==> config.mk <==
export PLATFORM = sky130hd
export DESIGN_NAME = booth_mult_seq_flat
export DESIGN_NICKNAME = d
export VERILOG_FILES = /design/src/rtl/booth_pkg.sv /design/src/rtl/booth_mult_seq_if.sv /design/src/rtl/booth_datapath.sv /design/src/rtl/booth_mult_seq.sv /design/src/flat_wrapper.sv
export SDC_FILE = /design/constraint.sdc
export NUM_CORES = 1
export LEC_CHECK = 0
export BUFFER_PORTS_ARGS = -buffer_cell sky130_fd_sc_hd__buf_2
export CAP_MARGIN = 40
export CORE_MARGIN = 1.5
export CORE_UTILIZATION = 45
export CTS_CLUSTER_DIAMETER = 80
export DETAILED_ROUTE_END_ITERATION = 8
export GPL_TIMING_DRIVEN = 0
export PLACE_DENSITY = 0.67
export SYNTH_ARGS = -nofsm -noshare
export SYNTH_HDL_FRONTEND = slang
export SYNTH_SLANG_ARGS = --single-unit
==> constraint.sdc <==
create_clock -name clk -period 2.3 [get_ports clk]
set_clock_uncertainty 0.1 [all_clocks]
set_input_delay 0.575 -clock clk [delete_from_list [all_inputs] [get_ports clk]]
set_output_delay 0.575 -clock clk [all_outputs]
set_load 0.01 [all_outputs]
==> src/rtl/booth_pkg.sv <==
// Shared types and constants for the sequential radix-2 Booth multiplier.
package booth_pkg;

  typedef enum logic [1:0] {
    IDLE  = 2'b00,
    ADD   = 2'b01,
    SHIFT = 2'b10,
    DONE  = 2'b11
  } state_e;

  localparam logic [1:0] BOOTH_NOP = 2'b00;
  localparam logic [1:0] BOOTH_ADD = 2'b01;
  localparam logic [1:0] BOOTH_SUB = 2'b10;

  // 00 and 11 both leave A unchanged
  function automatic logic booth_is_nop(input logic [1:0] pair);
    return (pair == BOOTH_NOP) || (pair == 2'b11);
  endfunction

endpackage

==> src/rtl/booth_mult_seq_if.sv <==
// Start/busy/done handshake and operand/product bus of the Booth multiplier.
interface booth_mult_seq_if #(
  parameter int WIDTH = 8
);
  logic                 start;
  logic [WIDTH-1:0]     multiplicand;
  logic [WIDTH-1:0]     multiplier;
  logic                 busy;
  logic                 done;
  logic [2*WIDTH-1:0]   product;

  modport master (output start, multiplicand, multiplier, input busy, done, product);
  modport slave  (input start, multiplicand, multiplier, output busy, done, product);
endinterface

==> src/rtl/booth_datapath.sv <==
// A/Q/Q-1/M registers with add/sub and arithmetic shift, driven by FSM strobes.
// With BOOTH_SKIP_EN the bit pair seen after the next shift is exported for ADD bypass.
module booth_datapath #(
  parameter int WIDTH = 8
) (
  input  logic                clk,
  input  logic                rst_n,
  input  logic                load,
  input  logic                add,
  input  logic                sub,
  input  logic                shift,
  input  logic [WIDTH-1:0]    m_in,
  input  logic [WIDTH-1:0]    q_in,
  output logic [1:0]          pair,
`ifdef BOOTH_SKIP_EN
  output logic [1:0]          pair_after_shift,
`endif
  output logic [2*WIDTH-1:0]  prod_shifted
);

  logic [WIDTH:0]   a_q, a_d;
  logic [WIDTH-1:0] q_q, q_d;
  logic             qm1_q, qm1_d;
  logic [WIDTH-1:0] m_q, m_d;
  logic [WIDTH:0]   m_ext;

  // A is one bit wider than M so A - (-2^(WIDTH-1)) stays representable
  assign m_ext        = {m_q[WIDTH-1], m_q};
  assign pair         = {q_q[0], qm1_q};
  assign prod_shifted = {a_q, q_q[WIDTH-1:1]};
`ifdef BOOTH_SKIP_EN
  assign pair_after_shift = q_q[1:0];
`endif

  always_comb begin
    a_d   = a_q;
    q_d   = q_q;
    qm1_d = qm1_q;
    m_d   = m_q;
    if (load) begin
      a_d   = '0;
      q_d   = q_in;
      qm1_d = 1'b0;
      m_d   = m_in;
    end else if (add) begin
      a_d = a_q + m_ext;
    end else if (sub) begin
      a_d = a_q - m_ext;
    end else if (shift) begin
      a_d   = {a_q[WIDTH], a_q[WIDTH:1]};
      q_d   = {a_q[0], q_q[WIDTH-1:1]};
      qm1_d = q_q[0];
    end
  end

  always_ff @(posedge clk or negedge rst_n) begin
    if (!rst_n) begin
      a_q   <= '0;
      q_q   <= '0;
      qm1_q <= 1'b0;
      m_q   <= '0;
    end else begin
      a_q   <= a_d;
      q_q   <= q_d;
      qm1_q <= qm1_d;
      m_q   <= m_d;
    end
  end

endmodule

==> src/rtl/booth_mult_seq.sv <==
// Sequential radix-2 signed Booth multiplier: control FSM and iteration counter.
// Define BOOTH_SKIP_EN to bypass ADD cycles for no-op bit pairs.
//   state | meaning
//   IDLE  | waiting for start
//   ADD   | conditional A +/- M from {Q[0],Q-1}
//   SHIFT | arithmetic right shift of {A,Q,Q-1}, count down
//   DONE  | product registered, done pulse; start here reloads
module booth_mult_seq
  import booth_pkg::*;
#(
  parameter int WIDTH = 8
) (
  input  logic                  clk,
  input  logic                  rst_n,
  booth_mult_seq_if.slave       bus
);

  localparam int CW = $clog2(WIDTH + 1);

  state_e               state_q, state_d;
  logic [CW-1:0]        count_q, count_d;
  logic                 busy_q, busy_d;
  logic                 done_q, done_d;
  logic [2*WIDTH-1:0]   product_q, product_d;

  logic                 dp_load, dp_add, dp_sub, dp_shift;
  logic [1:0]           dp_pair;
  logic [2*WIDTH-1:0]   dp_prod_shifted;
  state_e               load_next, shift_next;

`ifdef BOOTH_SKIP_EN
  logic [1:0]           dp_pair_after;
  assign load_next  = bus.multiplier[0] ? ADD : SHIFT;
  assign shift_next = booth_is_nop(dp_pair_after) ? SHIFT : ADD;
`else
  assign load_next  = ADD;
  assign shift_next = ADD;
`endif

  booth_datapath #(.WIDTH(WIDTH)) u_datapath (
    .clk              (clk),
    .rst_n            (rst_n),
    .load             (dp_load),
    .add              (dp_add),
    .sub              (dp_sub),
    .shift            (dp_shift),
    .m_in             (bus.multiplicand),
    .q_in             (bus.multiplier),
    .pair             (dp_pair),
`ifdef BOOTH_SKIP_EN
    .pair_after_shift (dp_pair_after),
`endif
    .prod_shifted     (dp_prod_shifted)
  );

  always_comb begin
    state_d   = state_q;
    count_d   = count_q;
    product_d = product_q;
    dp_load   = 1'b0;
    dp_add    = 1'b0;
    dp_sub    = 1'b0;
    dp_shift  = 1'b0;
    case (state_q)
      IDLE, DONE: begin
        if (bus.start) begin
          dp_load = 1'b1;
          count_d = CW'(WIDTH);
          state_d = load_next;
        end else begin
          state_d = IDLE;
        end
      end
      ADD: begin
        dp_add  = (dp_pair == BOOTH_ADD);
        dp_sub  = (dp_pair == BOOTH_SUB);
        state_d = SHIFT;
      end
      SHIFT: begin
        dp_shift = 1'b1;
        count_d  = count_q - CW'(1);
        if (count_d == '0) begin
          state_d   = DONE;
          product_d = dp_prod_shifted;
        end else begin
          state_d = shift_next;
        end
      end
      default: state_d = IDLE;
    endcase
    busy_d = (state_d == ADD) || (state_d == SHIFT);
    done_d = (state_d == DONE);
  end

  always_ff @(posedge clk or negedge rst_n) begin
    if (!rst_n) begin
      state_q   <= IDLE;
      count_q   <= '0;
      busy_q    <= 1'b0;
      done_q    <= 1'b0;
      product_q <= '0;
    end else begin
      state_q   <= state_d;
      count_q   <= count_d;
      busy_q    <= busy_d;
      done_q    <= done_d;
      product_q <= product_d;
    end
  end

  assign bus.busy    = busy_q;
  assign bus.done    = done_q;
  assign bus.product = product_q;

endmodule

==> src/flat_wrapper.sv <==
// flat-port wrapper written by rule: the top's interface ports become plain ports
module booth_mult_seq_flat import booth_pkg::*;
#(
  parameter int WIDTH = 8
)
  (clk, rst_n, bus_start, bus_multiplicand, bus_multiplier, bus_busy, bus_done, bus_product);
  booth_mult_seq_if #(.WIDTH(WIDTH)) bus_i ();
  input  logic clk;
  input  logic rst_n;
  input wire logic [$bits(bus_i.start)-1:0] bus_start;
  input wire logic [$bits(bus_i.multiplicand)-1:0] bus_multiplicand;
  input wire logic [$bits(bus_i.multiplier)-1:0] bus_multiplier;
  output wire logic [$bits(bus_i.busy)-1:0] bus_busy;
  output wire logic [$bits(bus_i.done)-1:0] bus_done;
  output wire logic [$bits(bus_i.product)-1:0] bus_product;
  assign bus_i.start = bus_start;
  assign bus_i.multiplicand = bus_multiplicand;
  assign bus_i.multiplier = bus_multiplier;
  assign bus_busy = bus_i.busy;
  assign bus_done = bus_i.done;
  assign bus_product = bus_i.product;
  booth_mult_seq #(.WIDTH(WIDTH)) u_core (.clk(clk), .rst_n(rst_n), .bus(bus_i));
endmodule
Yosys cells after proc, flatten, opt, wreduce, memory -nomap -nowiden
Index checks and enable logic that the tools add are counted. Widths: inputs -> output; s select.

Equal/unequal tests: 11. Muxes and demuxes: 22. $add $sub $neg: 3. Reductions and logical operators: 11.

Operator list (count): $mux 8 (5); $mux 9 (3); $eq 2x2->1 const B (5); $mux 1 (10); $add 9x9->9 (1); $sub 9x9->9 (1); $pmux 4 s2 (1); $eq 2x1->1 const B (3); $pmux 2 s3 (1); $logic_not 4->1 (1); $mux 4 (1); $ne 2x1->1 const B (2); $reduce_and 2->1 (2); $reduce_bool 2->1 (2); $reduce_bool 4->1 (1); $sub 4x1->4 const B (1); $reduce_and 3->1 (1); $reduce_bool 3->1 (1); $logic_not 2->1 (1); $mux 2 (1); $ne 2x2->1 const B (1); $reduce_or 2->1 (1); $logic_or 1x1->1 (1).

Logic and storage cells: 57. Bits in registers: 50. Output and inout port bits: 18. Input bits: 19.

Longest topological paths before layout
Word-level depth: 6. Gate-level depth with buffers: 10. Gate-level depth less buffers: 10.

Cells and area by module
From an unflattened synthesis, not the netlist that was laid out.

Cell total of the unflattened synthesis: 305. Area, all modules: 3109.2 µm².

Modules (own cells, without submodules): booth_datapath (times used 1, area an instance 2044.5 µm², cells each 232, seq. area each 650.6 µm²); booth_mult_seq (times used 1, area an instance 1064.8 µm², cells each 73, seq. area each 600.6 µm²).

Least setup slack after synthesis
Ideal clock, no wire load.

Path type: reg2reg. Start: register u_core.u_datapath.a_q[0]. End: register u_core.u_datapath.a_q[8]. Library setup time: 0.129 ns. Setup slack: 0.090 ns. Path buffers: 0. Cell stages (with the launch flop): 11. Clock period less this slack: 2.210 ns. Arrival time: 1.981 ns. Required time: 2.071 ns. Cell sequence: dfrtp_1 > inv_1 > ha_1 > inv_1 > fa_1 > a211o_1 > a21oi_1 > o2bb2ai_1 > xnor2_1 > a222oi_1 > nor2_1.

Word-level cells in the longest chain between the ends: 4. Elaborated cells between the ends (all ways): 5. Classes of those cells: add/sub (2); mux (3).

Ends and longest elaborated chain: start, declared (RTL line booth_datapath.sv:21) `logic [WIDTH:0] a_q, a_d;`; start signal, assigned (RTL line booth_datapath.sv:58) `a_q <= '0;`; start signal, assigned (RTL line booth_datapath.sv:63) `a_q <= a_d;`; $sub 9x9->9 (RTL line booth_datapath.sv:48) `a_d = a_q - m_ext;`; $mux 9 (RTL line booth_datapath.sv:47) `end else if (sub) begin`; $mux 9 (*) (RTL line booth_datapath.sv:45) `end else if (add) begin`; $mux 9 (*) (RTL line booth_datapath.sv:40) `if (load) begin`.

Mark *: on every way between the ends. The rest lies on a longest branch, timed or not. The select of a mux whose other input is x is not followed. A chain may end at the register's enable or synchronous reset.

Worst setup path in the final report
Start: register u_core.u_datapath.a_q[0]. End: register u_core.u_datapath.a_q[6].

Same word-level chain as after synthesis.

==> flow_summary.yaml <==
cells_and_area:
  drive_gt1_share_pct: 25.3
  final-instance-count-excl-fill: 444
  num_antenna_cells: 0
  syn2layout_area_growth_pct: 18.6
  utilization_pct: 55.3
  fin_nets: 408
yosys:
  synth_edf_count: 0
  async_reset_ff_share_pct: 100
  yosys_most_used_dff: "dfrtp_1"
  yosysWarnings: 0
  synth.avg_cell_area_sq_um: 9.47
  ys_seq_elements: 50
  netlist_area_sq_um: 2960
  synth_nets: 355
  seq_area_frac_synth_pct: 42.2
  synth.distinct_cells: 49
  syn_inst: 313
setup_path:
  cp.required_ns: 2.40
  reg2reg_to: "u_core.u_datapath.a_q[6]"
  critPathArrivalTime_ns: 2.40
  slowest_delay_ns: 0.43
  r2r_start: "u_core.u_datapath.a_q[0]"
  path_buf_inv: 2
  crit_chain: "inv_2 > ha_4 > inv_1 > fa_2 > a211o_1 > a21oi_4 > nor3b_1 > a31oi_1 > o21ai_1 > a22o_1"
  timing.critical_path.depth: 10
  startpoint_type: "flip-flop"
  r2r_slack_ns: 0.00003
  crit_path_max_fanout: 3
  crit_family: "compound AO/OA/AOI/OAI gates"
  slowest_stage: "dfrtp_1"
  reg2regPathDepth: 10
  path_class: "reg -> reg"
  endpoint_kind: "flip-flop"
clocking:
  path_clk_slew_ns: 0.10
  clk_latency_ns: 0.31
  clock-root-buffer: "clkbuf_8"
  cts_tree: "done"
  clock-sinks: 50
  cts_max_level: 2
  cts_buffers: 5
  cts_hold_buffers: 0
  clock_path_buffers: 2
min_path:
  hp-class: "in -> async"
global_routing:
  grt_max_degree: 32
  grt_antenna_before_repair: 0
  gr-total-overflow: 0
  grt_pass1_wl_microns: 11000
  grt_pass1_vias: 2280
  grt_usage_pct: 19.6
floorplanning:
  fp.dieArea_sq_um: 7080
  start_util_pct: 46.7
  dieWidth_microns: 84.1
  fp.dieH_microns: 84.1
  io_pins: 37
  coreArea_sq_um: 6350
  fp-row-count: 29
routing:
  wire_per_inst_microns: 14.7
  vias: 2377
  drtAntennaViolNets: 0
  drc: 0
  drtIter0Drc: 110
  vias_per_cell: 5.35
  first_pass_iters: 4
  drt_wl_total_microns: 6540
sta:
  slew_headroom_pct: 66.7
  tightest_slew_ns: 0.500
  grt_setup_unrepaired: "true"
  setup_viol: 0
  fin_crit_sh_pct: 100
  min_period_ns: 2.30
  fmaxAchievable_mhz: 435
  finalHoldViolCount: 0
  slew_violations: 0
outcome:
  status: "complete, no violations"
power:
  power_density_nw_per_um2: 1360
  p_total_mw: 4.77
  max-vdd-ir-drop_mv: 0.537
  p_leak_nw: 1.72
placement:
  dp_cells: 428
  gp_congestion: 0.842
  io_buffers: 36
  post-dp-hpwl_microns: 4690
run:
  cap_viol_max_count: 0
## cell type report
type                       count  area (sq um)
buffer                        13          66.3
clock buffer                   6          82.6
clock inverter                 2          17.5
fill                         557          2840
inverter                      21          78.8
multi-input combinational    227          1610
sequential                    50          1250
tap                           77          96.3
timing repair buffer          48           305
## worst max-delay path by stage
stage               slack [ns]                     start                        to
finish                 0.00003  u_core.u_datapath.a_q[0]  u_core.u_datapath.a_q[6]
global route             -0.18  u_core.u_datapath.m_q[0]  u_core.u_datapath.a_q[8]
CTS                      -0.03  u_core.u_datapath.m_q[0]  u_core.u_datapath.a_q[8]
detailed placement       -0.23         u_core.count_q[0]           u_core.bus.busy
global placement         -0.18         u_core.count_q[0]           u_core.bus.busy
floorplan                 0.09  u_core.u_datapath.a_q[0]  u_core.u_datapath.a_q[8]
## synth_stat cells (3+ instances only)
master	count	area share, %
inv_1	21	2.7
nand2b_1	5	1.1
ha_1	21	8.9
o21ai_0	22	3.7
a211oi_1	8	2.0
xor2_1	4	1.2
xnor2_1	7	2.1
nor2_1	21	2.7
or3_1	3	0.63
dfrtp_1	50	42
mux2i_1	3	1.0
a31oi_1	9	1.9
buf_2	3	0.51
and3b_1	3	0.89
clkbuf_1	10	1.3
nand2_1	45	5.7
nor2b_1	5	1.1
a22o_1	4	1.2
a21oi_1	15	2.5
mux2_2	17	6.5
## layout by cell type (no fill, tap or decap), types with 4 or more instances in the layout
cell type  netlist  layout
a21oi_1         15      12
a211oi_1         8       8
buf_2            3      40
a22o_1           4       4
o21ai_0         22      20
a31oi_1          9       9
nand2b_1         5       5
mux2_2          17      17
dfrtp_1         50      49
inv_1           21      20
nor2_1          21      21
buf_4            0       9
xor2_1           4       4
nor2b_1          5       5
clkbuf_1        10       6
clkbuf_8         0       6
ha_1            21      19
xnor2_1          7       7
nand2_1         45      45
## flip-flops by register name (all words and copies together), names as in the netlist, 2 cells and up
signal / cells
u_core.count_q: 4
u_core.u_datapath.q_q: 8
u_core.u_datapath.m_q: 8
u_core.u_datapath.a_q: 9
u_core.state_q: 2
u_core.bus.product: 16
## through the flow
step | setup WS, ns | hold WS (ns) | cell area [sq um] | TNS (ns)
floorplan | 0.0902 | 0.179 | 2960 | 0
global placement | -0.175 | 0.386 | 3240 | -1.23
detailed placement | -0.226 | 0.392 | 3260 | -1.46
CTS | -0.0265 | 0.114 | 3410 | -0.0355
global route | -0.177 | 0.135 | 3510 | -0.288
finish | 0.0000255 | 0.104 | 3510 | 0
## what timing repair did
item / 4_1_cts / 5_1_grt
pin swaps: 3 / 3
setup endpoints to repair: 16 / 15
buffers inserted: 3 / 7
resized for setup: 10 / 12
## cell families after synthesis
| group | count (synthesis) | synth area share (%) |
|---|---|---|
| adders and majority gates | 23 | 10.2 |
| xor gates and xnor gates | 11 | 3.25 |
| AOI/OAI and AO/OA | 77 | 16.4 |
| buffers and inverters | 36 | 4.94 |
| and+or+nand+nor | 96 | 15.5 |
| DFF | 50 | 42.2 |
| muxes | 20 | 7.47 |
## report_power, final
group / switching, mW / leakage (nW) / internal (mW) / total [mW]
clock: 0.316 / 0.0514 / 0.248 / 0.565
combinational: 1.58 / 1.03 / 1.18 / 2.76
sequential: 0.248 / 0.640 / 1.20 / 1.44
total: 2.14 / 1.72 / 2.63 / 4.77
## routing by layer
layer	global-route usage (%)	share of wire [%]	vias up
met4	5.96	1.3	0
met5	0	0	-
met3	3.34	2.8	7
met1	27.4	51	1135
met2	31.4	45	36
li1	-	-	1199
Power figures use the tool's default switching activity.
